==> config.mk <==
export PLATFORM = sky130hd
export DESIGN_NAME = mem_wb_stage_flat
export DESIGN_NICKNAME = d
export VERILOG_FILES = /design/src/rtl/mem_wb_stage_if.sv /design/src/rtl/mem_wb_stage.sv /design/src/flat_wrapper.sv
export SDC_FILE = /design/constraint.sdc
export NUM_CORES = 1
export LEC_CHECK = 0
export CORE_AREA = 5 5 103 105
export DETAILED_ROUTE_END_ITERATION = 12
export DIE_AREA = 0 0 108 110
export HOLD_SLACK_MARGIN = 0.1
export PLACE_DENSITY = 0.8
export SLEW_MARGIN = 20
export SYNTH_ARGS = -nofsm -noshare
export SYNTH_HDL_FRONTEND = slang
export SYNTH_SLANG_ARGS = --single-unit
==> constraint.sdc <==
create_clock -name clk -period 2.2 [get_ports clk]
set_input_delay 0.33 -clock clk [delete_from_list [all_inputs] [get_ports clk]]
set_output_delay 0.33 -clock clk [all_outputs]
set_load 0.03 [all_outputs]
==> src/rtl/mem_wb_stage_if.sv <==
// Data-memory handshake bus between the MEM/WB stage (master) and data memory (slave).
interface mem_wb_stage_if #(
  parameter int unsigned ADDR_W = 16
);
  logic              mem_req;
  logic              mem_we;
  logic [ADDR_W-1:0] mem_addr;
  logic [31:0]       mem_wdata;
  logic              mem_ready;
  logic [31:0]       mem_rdata;

  modport master (
    output mem_req, mem_we, mem_addr, mem_wdata,
    input  mem_ready, mem_rdata
  );

  modport slave (
    input  mem_req, mem_we, mem_addr, mem_wdata,
    output mem_ready, mem_rdata
  );
endinterface

==> src/rtl/mem_wb_stage.sv <==
// MIPS memory-access / write-back stage: multi-cycle data-memory handshake with
// upstream freeze, access timeout, and the MEM/WB register driving register-file write-back.
module mem_wb_stage #(
  parameter int unsigned ADDR_BASE      = 1024,
  parameter int unsigned ADDR_W         = 16,
  parameter int unsigned TIMEOUT_CYCLES = 15
) (
  input  logic        clk,
  input  logic        rst,
  input  logic [31:0] ALU_Result,
  input  logic [31:0] ST_Val,
  input  logic [4:0]  Dest,
  input  logic        MEM_R_EN,
  input  logic        MEM_W_EN,
  input  logic        WB_EN,
  mem_wb_stage_if.master mem,
  output logic        Freeze,
  output logic [31:0] WB_Data,
  output logic [4:0]  WB_Dest,
  output logic        WB_Write_Enable,
  output logic        Mem_Error
);

  localparam int unsigned CNT_W = (TIMEOUT_CYCLES > 1) ? $clog2(TIMEOUT_CYCLES) : 1;

  typedef enum logic [1:0] {
    IDLE = 2'd0,
    WAIT = 2'd1,
    DONE = 2'd2
  } state_t;

  state_t             state, state_nxt;
  logic [CNT_W-1:0]   cnt;
  logic [31:0]        ld_data;
  logic               mem_op;
  logic               req;
  logic               timeout;

  assign mem_op = MEM_R_EN | MEM_W_EN;

  always_comb begin
    state_nxt = state;
    req       = 1'b0;
    timeout   = 1'b0;
    case (state)
      IDLE: begin
        if (mem_op) begin
          req       = 1'b1;
          state_nxt = WAIT;
        end
      end
      WAIT: begin
        req = 1'b1;
        if (mem.mem_ready) begin
          state_nxt = DONE;
        end else if (cnt == CNT_W'(TIMEOUT_CYCLES - 1)) begin
          timeout   = 1'b1;
          state_nxt = DONE;
        end
      end
      DONE: state_nxt = IDLE;
      default: state_nxt = IDLE;
    endcase
  end

  // Bus outputs are forced low under reset and outside a request so every output reads 0 in reset.
  assign mem.mem_req   = req & ~rst;
  assign Freeze        = req & ~rst;
  assign mem.mem_we    = mem.mem_req & MEM_W_EN;
  assign mem.mem_addr  = mem.mem_req ? ADDR_W'((ALU_Result - ADDR_BASE) >> 2) : '0;
  assign mem.mem_wdata = mem.mem_req ? ST_Val : '0;

  always_ff @(posedge clk) begin
    if (rst) begin
      state           <= IDLE;
      cnt             <= '0;
      ld_data         <= '0;
      Mem_Error       <= 1'b0;
      WB_Data         <= '0;
      WB_Dest         <= '0;
      WB_Write_Enable <= 1'b0;
    end else begin
      state <= state_nxt;

      if (state == WAIT) cnt <= cnt + 1'b1;
      else               cnt <= '0;

      if (state == WAIT) begin
        if (mem.mem_ready) begin
          ld_data <= mem.mem_rdata;
        end else if (timeout) begin
          ld_data   <= '0;
          Mem_Error <= 1'b1;
        end
      end

      if (!Freeze) begin
        WB_Dest         <= Dest;
        WB_Data         <= MEM_R_EN ? ld_data : ALU_Result;
        WB_Write_Enable <= WB_EN & (Dest != 5'd0);
      end else begin
        WB_Write_Enable <= 1'b0;
      end
    end
  end

endmodule
==> src/flat_wrapper.sv <==
// flat-port wrapper written by rule: the top's interface ports become plain ports
module mem_wb_stage_flat 
#(
  parameter int unsigned ADDR_BASE      = 1024,
  parameter int unsigned ADDR_W         = 16,
  parameter int unsigned TIMEOUT_CYCLES = 15
)
  (clk, rst, ALU_Result, ST_Val, Dest, MEM_R_EN, MEM_W_EN, WB_EN, Freeze, WB_Data, WB_Dest, WB_Write_Enable, Mem_Error, mem_mem_req, mem_mem_we, mem_mem_addr, mem_mem_wdata, mem_mem_ready, mem_mem_rdata);
  mem_wb_stage_if #(.ADDR_W(ADDR_W)) mem_i ();
  input  logic clk;
  input  logic rst;
  input  logic [31:0] ALU_Result;
  input  logic [31:0] ST_Val;
  input  logic [4:0] Dest;
  input  logic MEM_R_EN;
  input  logic MEM_W_EN;
  input  logic WB_EN;
  output logic Freeze;
  output logic [31:0] WB_Data;
  output logic [4:0] WB_Dest;
  output logic WB_Write_Enable;
  output logic Mem_Error;
  output wire logic [$bits(mem_i.mem_req)-1:0] mem_mem_req;
  output wire logic [$bits(mem_i.mem_we)-1:0] mem_mem_we;
  output wire logic [$bits(mem_i.mem_addr)-1:0] mem_mem_addr;
  output wire logic [$bits(mem_i.mem_wdata)-1:0] mem_mem_wdata;
  input wire logic [$bits(mem_i.mem_ready)-1:0] mem_mem_ready;
  input wire logic [$bits(mem_i.mem_rdata)-1:0] mem_mem_rdata;
  assign mem_mem_req = mem_i.mem_req;
  assign mem_mem_we = mem_i.mem_we;
  assign mem_mem_addr = mem_i.mem_addr;
  assign mem_mem_wdata = mem_i.mem_wdata;
  assign mem_i.mem_ready = mem_mem_ready;
  assign mem_i.mem_rdata = mem_mem_rdata;
  mem_wb_stage #(.ADDR_BASE(ADDR_BASE), .ADDR_W(ADDR_W), .TIMEOUT_CYCLES(TIMEOUT_CYCLES)) u_core (.clk(clk), .rst(rst), .ALU_Result(ALU_Result), .ST_Val(ST_Val), .Dest(Dest), .MEM_R_EN(MEM_R_EN), .MEM_W_EN(MEM_W_EN), .WB_EN(WB_EN), .mem(mem_i), .Freeze(Freeze), .WB_Data(WB_Data), .WB_Dest(WB_Dest), .WB_Write_Enable(WB_Write_Enable), .Mem_Error(Mem_Error));
endmodule
After elaboration in Yosys (flattened, before gate mapping) --
Cells that the tools add are included. Widths: inputs -> output; s select.
Storage, ports and cells: bits in registers 77, input bits 107, output and inout port bits 90, logic and storage cells 42
Cells by class: $add $sub $neg 2, eq/ne operators 4, multiplexer cells 14, bitwise logic cells 7, reductions and logical operators 8
Operators by type and width (number):
- $mux 32 | 4
- $sub 18x11->18 const B | 1
- $mux 16 | 1
- $mux 2 | 3
- $reduce_bool 5->1 | 1
- $add 4x1->4 const B | 1
- $eq 4x4->1 const B | 1
- $mux 1 | 4
- $pmux 2 s2 | 1
- $reduce_and 2->1 | 2
- $reduce_or 2->1 | 2
- $and 1x1->1 | 3
- $ne 3x2->1 const B | 1
- $not 1->1 | 3
- $reduce_and 3->1 | 1
- $eq 2x1->1 const B | 1
- $logic_not 2->1 | 1
- $ne 2x1->1 const B | 1
- $pmux 1 s2 | 1
- $reduce_bool 2->1 | 1
- $or 1x1->1 | 1

Longest topological paths before layout --
Gate-level depths: netlist of the first run.
depth after elaboration 6, mapped depth 7, gate-level depth less buffers 5

Least setup slack after synthesis of the first run --
OpenSTA, ideal clock, no wires.
path type input-to-output, start input ALU_Result[14], end output mem_mem_addr[15], arrival time 1.718 ns, data required time 1.870 ns, path slack 0.152 ns, stages 3, path buffers 0, cell sequence or4_4 -> or3_1 -> a21oi_1
On the way: word-level cells in the longest chain between the ends 2
RTL lines:
- start: declaration | line flat_wrapper.sv:12 | input logic [31:0] ALU_Result;
- $sub 18x11->18 | line mem_wb_stage.sv:70 | assign mem.mem_addr = mem.mem_req ? ADDR_W'((ALU_Result - ADDR_BASE) >> 2) : '0;
- $mux 16 | line mem_wb_stage.sv:70
- end: declaration | line flat_wrapper.sv:25 | output wire logic [$bits(mem_i.mem_addr)-1:0] mem_mem_addr;
Every way passes these cells.

Worst setup path in the final report of the first run --
start input ALU_Result[12], end output mem_mem_addr[13]
Same word-level chain as after synthesis.

==> metrics.yaml, run 1 <==
drive_gt1_share_pct: 16.0
post_drt_wl_per_cell_um: 16.7
worstSetupStartpointType: "input port"
yosysSeqAreaShare_pct: 43.1
syn_inst: 424
r2r-end: "u_core.ld_data[17]$_SDFFE_PP0P_"
cts-htree-levels: 3
grt_pass1_vias: 3803
vias: 3753
dp.cells: 736
io_buffer_count: 196
power.density_mw_per_mm2: 646
start_util_pct: 37.4
fp-row-count: 36
async_flop_share_pct: 0
final_common_cell: "clkdlybuf4s50_1"
max_cap_viol_count: 0
stdcell_count: 751
die_w_um: 108
p_leak_nw: 2.29
final_util_pct: 61.1
syn_nets: 534
cts.sinks: 77
finalCritPeriodShare_pct: 96.8
root_buffer: "clkbuf_8"
min_period_ps: 2130
dr.pass1.iters: 4
post_cts_buffers: 0
path_clk_slew_ps: 70
hpwlAfterDp_um: 9390
crit_end: "mem_mem_addr[13]"
nets: 724
tightest_slew_ps: 808
crit_start: "ALU_Result[12]"
drt-initial-drc-count: 273
ys_types: 29
ir_worst_vdd_uv: 414
synth_top_area_share_pct: 43.1
fmax_mhz: 469
gp_congestion: 0.819
whs_ps: 459
syn_to_final_growth_pct: 63.1
gr-total-overflow: 0
dieArea_mm2: 0.0119
finalPower_mw: 3.76
status: "completed"
crit_fanout: 4
syn_area_mm2: 0.00357
final.setup_skew_ps: 13.5
yosysWarningCount: 0
r2r-start: "u_core.cnt[0]$_SDFF_PP0_"
synth-edff-count: 0
rr_worst_depth: 6
min-delay-start: "u_core.Mem_Error$_SDFFE_PP0P_"
drc_errors: 0
grt_util_all_layers_pct: 21.0
wl_um: 12500
grt_pass1_wl_um: 19800
yosys_register_bits: 77
slew_violations: 0
cts-hold-fix-buffers: 0
reg2reg_slack_ps: 530
via_per_inst: 5.00
coreArea_mm2: 0.00955
drtAntennaViolNets: 0
grt_max_degree: 82
synthTopCellsByArea: "dfxtp_1 43%, mux2i_1 9.0%, and2_1 7.2%"
cts_inserted_buffers: 9
crit_type: "in -> out"
fillers: 824
rsz0062_at_grt: "false"
synth_area_leader_cell: "dfxtp_1"
dieHeight_um: 110
io_pins: 197
syn_avg_cell_area_um2: 8.43
holdPathStages: 2
slew_headroom_pct: 46.1
cp_data_arrival_time_ps: 1800
ys.flop_type: "dfxtp_1"
finalSetupViolations: 0
clk_latency_ps: 340
diodes: 0
antenna_found_initial: 0
min_path_type: "reg -> reg"
hold_violations: 0
layout_common_cells: "136 x clkdlybuf4s50_1, 77 x dfxtp_1, 73 x buf_4"
required_ps: 1870
cts_max_path_buffers: 2
end_kind: "primary output"
cts_tree: "built"
==> worst min-delay path by stage <==
stage                                         end  slack (ps)
finish              u_core.Mem_Error$_SDFFE_PP0P_         460
global route        u_core.Mem_Error$_SDFFE_PP0P_         480
CTS                 u_core.Mem_Error$_SDFFE_PP0P_         460
detailed placement  u_core.Mem_Error$_SDFFE_PP0P_         440
global placement    u_core.Mem_Error$_SDFFE_PP0P_         440
floorplan            u_core.state[0]$_SDFFE_PP0P_         440
==> logic make-up (layout without fill, tap and decap cells) <==
group	Yosys count	after routing	share of synthesized area [%]
flip-flops	77	77	43.1
XOR/XNOR	4	4	0.980
multiplexers	32	32	8.96
adder cells (fa/ha/maj)	3	3	1.05
AO/OA/AOI/OAI	117	117	18.7
buffers and inverters	49	243	5.88
AND/OR/NAND/NOR	142	142	21.3
==> flip-flops by register name (all words and copies together) (netlist names) <==
name                    count
u_core.WB_Dest              5
u_core.WB_Data             32
u_core.state                2
u_core.ld_data             32
u_core.Mem_Error            1
u_core.WB_Write_Enable      1
u_core.cnt                  4
==> where the power goes <==
part | internal (mW) | switching (mW) | total [mW]
Sequential | 1.48 | 0.0496 | 1.53
Combinational | 0.509 | 0.574 | 1.08
Clock | 0.662 | 0.484 | 1.15
==> cells in the mapped netlist (all sizes together), types with 2 or more instances <==
library cell and number:
nor3 38, nor2b 5, clkbuf 23, nand3 2, and2 41, or3 6, a211oi 32, o21ai 45
mux2i 32, ha 3, a21oi 38, inv 7, xnor2 3, nand2b 6, or4 3, dfxtp 77
buf 19, nor2 5, nand2 32
==> layer usage <==
layer  routed length [um]  track usage, %  vias to the layer above  share of wire (%)
li1                     -               -                     1866                  -
met1                 5380            26.4                     1765                 43
met2                 6290            36.1                      103                 50
met3                  637            4.31                       19                5.1
met4                  231            7.12                        0                1.8
met5                    0               0                        -                  0
==> timing repair <==
action | CTS | global route
setup endpoints to repair | 10 | 1
gates resized for setup | 8 | 1
pin swaps | 4 | 0
==> through the flow <==
| step | setup WS, ps | cell area (um2) | setup TNS, ps |
|---|---|---|---|
| 4_1_cts | 89.0 | 5830 | 0 |
| 3_3_place_gp | -118 | 5620 | -285 |
| 2_1_floorplan | 152 | 3570 | 0 |
| 3_5_place_dp | -138 | 5620 | -375 |
| 6_report | 69.9 | 5830 | 0 |
| 5_1_grt | 6.10 | 5830 | 0 |
==> cell type report <==
type / count / area, um2 / area share, %
repair buffers: 221 / 2040 / 35.0
inverters: 7 / 26.3 / 0.451
multi-input cells: 298 / 1840 / 31.6
flip-flops and latches: 77 / 1540 / 26.4
clock inverters: 4 / 72.6 / 1.24
clock buffers: 11 / 141 / 2.42
well taps: 133 / 166 / 2.85
==> critical path, stage by stage <==
cell and delay, ps:
dlygate4sd2_1 280, or4_4 530, or3_1 360, a21oi_2 130
buf_4 160
Power figures use the tool's default switching activity.
==> run 2, diff against run 1 <==
--- a/config.mk
+++ b/config.mk
@@ -10,6 +10,7 @@
 export DIE_AREA = 0 0 108 110
 export HOLD_SLACK_MARGIN = 0.1
 export PLACE_DENSITY = 0.8
+export RECOVER_POWER = 25
 export SLEW_MARGIN = 20
 export SYNTH_ARGS = -nofsm -noshare
 export SYNTH_HDL_FRONTEND = slang
==> run 2 against run 1 <==
  * Critical endpoint unchanged
  * Clock skew is 1.7 ps lower
  * First-iteration DRC count is 19% lower
  * Sequential power hardly changed
  * Setup slack worse by 5.0 ps
  * Register-to-register slack worse by 240 ps
  * Largest power group unchanged
==> metrics.yaml, run 2 (synthesized netlist as in run 1, its figures left out) <==
hpwlAfterDp_um: 9390  # unchanged
coreArea_mm2: 0.00955  # unchanged
finalPower_mw: 3.75  # was 3.76 mW
gr-total-overflow: 0  # unchanged
nets: 724  # unchanged
critPathTopFamily: "simple AND/OR/NAND/NOR gates"  # unchanged
wl_um: 12500  # about the same
antenna_found_initial: 0  # unchanged
io_buffer_count: 196  # unchanged
dp.cells: 736  # unchanged
cts-htree-levels: 3  # unchanged
p_leak_nw: 2.31  # was 2.29 nW
path_buf_inv: 2  # unchanged
grt_pass1_wl_um: 19800  # unchanged
ir_worst_vdd_uv: 414  # about the same
slew_headroom_pct: 43.3  # was 46.1%
r2r-start: "u_core.state[1]$_SDFFE_PP0P_"  # was u_core.cnt[0]$_SDFF_PP0_
cts_inserted_buffers: 9  # unchanged
dieHeight_um: 110  # unchanged
min_period_ps: 2140  # was 2130 ps
hold_end: "u_core.Mem_Error$_SDFFE_PP0P_"  # unchanged
crit_type: "in -> out"  # unchanged
cts_max_path_buffers: 2  # unchanged
dieArea_mm2: 0.0119  # unchanged
worst_path_largest_cell_delay_ps: 530  # about the same
fin_area_mm2: 0.00581  # was 0.00583 mm2
start_util_pct: 37.4  # unchanged
vias: 3761  # was 3753
end_kind: "primary output"  # unchanged
min_path_type: "reg -> reg"  # unchanged
final_util_pct: 60.8  # was 61.1%
finalCritPeriodShare_pct: 97.1  # was 96.8%
hold_violations: 0  # unchanged
finalSetupViolations: 0  # unchanged
fmax_mhz: 468  # was 469 MHz
setup_tns_ps: 0  # unchanged
layout_common_cells: "126 x clkdlybuf4s50_1, 77 x dfxtp_1, 71 x buf_4"  # was 136 x clkdlybuf4s50_1, 77 x dfxtp_1, 73 x buf_4
worstSetupStartpointType: "input port"  # unchanged
status: "completed"  # unchanged
dr.pass1.iters: 4  # unchanged
root_buffer: "clkbuf_8"  # unchanged
drive_gt1_share_pct: 15.9  # was 16.0%
syn_to_final_growth_pct: 62.5  # was 63.1%
via_per_inst: 5.01  # was 5.00
r2r-end: "u_core.WB_Data[25]$_SDFFE_PP0N_"  # was u_core.ld_data[17]$_SDFFE_PP0P_
reg2reg_slack_ps: 290  # was 530 ps
stdcell_count: 751  # unchanged
crit_fanout: 4  # unchanged
cts.sinks: 77  # unchanged
final.setup_skew_ps: 11.8  # was 13.5 ps
power.density_mw_per_mm2: 645  # was 646 mW/mm2
final_common_cell: "clkdlybuf4s50_1"  # unchanged
fillers: 829  # was 824
drt-initial-drc-count: 222  # was 273
grt_max_degree: 82  # unchanged
grt_pass1_vias: 3803  # unchanged
min-delay-start: "u_core.Mem_Error$_SDFFE_PP0P_"  # unchanged
post_cts_buffers: 0  # unchanged
holdPathStages: 2  # unchanged
diodes: 0  # unchanged
largestRegisters: "u_core.WB_Data x32, u_core.ld_data x32, u_core.WB_Dest x5"  # unchanged
path_clk_slew_ps: 70  # about the same
whs_ps: 456  # was 459 ps
setup_ws_ps: 64.9  # was 69.9 ps
preCtsSetupSlack_ps: -138  # unchanged
drc_errors: 0  # unchanged
die_w_um: 108  # unchanged
cp_slowest_cell: "or4_4"  # unchanged
rr_worst_depth: 4  # was 6
required_ps: 1870  # about the same
grt_util_all_layers_pct: 21.0  # unchanged
clk_latency_ps: 340  # about the same
slew_violations: 0  # unchanged
tightest_slew_ps: 851  # was 808 ps
fp-row-count: 36  # unchanged
worstPathCellList: "dlygate4sd2_1 -> or4_4 -> or3_1 -> a21oi_2 -> buf_4"  # unchanged
cts-hold-fix-buffers: 0  # unchanged
drtAntennaViolNets: 0  # unchanged
cp_data_arrival_time_ps: 1810  # was 1800 ps
cts_tree: "built"  # unchanged
io_pins: 197  # unchanged
max_cap_viol_count: 0  # unchanged
gp_congestion: 0.819  # unchanged
rsz0062_at_grt: "false"  # unchanged
post_drt_wl_per_cell_um: 16.7  # about the same
placed_cell_area_mm2: 0.00562  # unchanged
## run 2: changes by cell type in the layout (fill, tap and decap cells not counted), sizes merged
cell           previous run  this run
dlygate4sd3               0        10
buf                      78        75
clkbuf                   11        14
clkdlybuf4s50           136       126
## run 2: area by class of cell
type	count	area, um2	area share [%]
Clock inverter	4	72.6	1.25
Tap cell	133	166	2.86
Sequential cell	77	1540	26.5
Clock buffer	11	141	2.43
Inverter	7	26.3	0.452
Multi-Input combinational cell	298	1840	31.7
Timing Repair Buffer	221	2020	34.8
## run 2: worst max-delay path by stage
| stage | start | endpoint | slack, ps | depth (start not counted) |
|---|---|---|---|---|
| finish | ALU_Result[12] | mem_mem_addr[13] | 60 | 5 |
| global route | ALU_Result[12] | mem_mem_addr[13] | 6 | 5 |
| CTS | ALU_Result[15] | mem_mem_addr[15] | 90 | 5 |
| detailed placement | ALU_Result[12] | mem_mem_addr[13] | -140 | 5 |
| global placement | ALU_Result[15] | mem_mem_addr[15] | -120 | 5 |
| floorplan | ALU_Result[14] | mem_mem_addr[15] | 150 | 3 |
## run 2: repair_timing
action                                  CTS  global route
pin swaps                                 4             0
gates resized for setup                   8             1
endpoints found under the setup margin   10             1
## run 2: worst reg2reg max path: cells and delay by family, from the launching register on
family                 cells  cell delay [ps]
and+or+nand+nor            1              520
buffers and inverters      2              730
AOI/OAI and AO/OA          1              260
DFF                        1              310
## run 2: routing by layer
layer	wire, um	global-route usage (%)	vias to the layer above
met5	0	0	-
met4	231	7.12	0
met3	664	4.31	19
met2	6240	36.1	111
met1	5370	26.4	1762
li1	-	-	1869
## run 2: power breakdown
group	internal, mW	switching (mW)
combinational	0.498	0.573
sequential	1.48	0.0488
clock	0.662	0.482
total	2.64	1.10
==> run 3, diff against run 2 <==
--- a/config.mk
+++ b/config.mk
@@ -11,6 +11,7 @@
 export HOLD_SLACK_MARGIN = 0.1
 export PLACE_DENSITY = 0.8
 export RECOVER_POWER = 25
+export SKIP_LAST_GASP = 1
 export SLEW_MARGIN = 20
 export SYNTH_ARGS = -nofsm -noshare
 export SYNTH_HDL_FRONTEND = slang
==> results of run 3 <==
The final DEF is identical to that of run 2; final timing and power are the same.
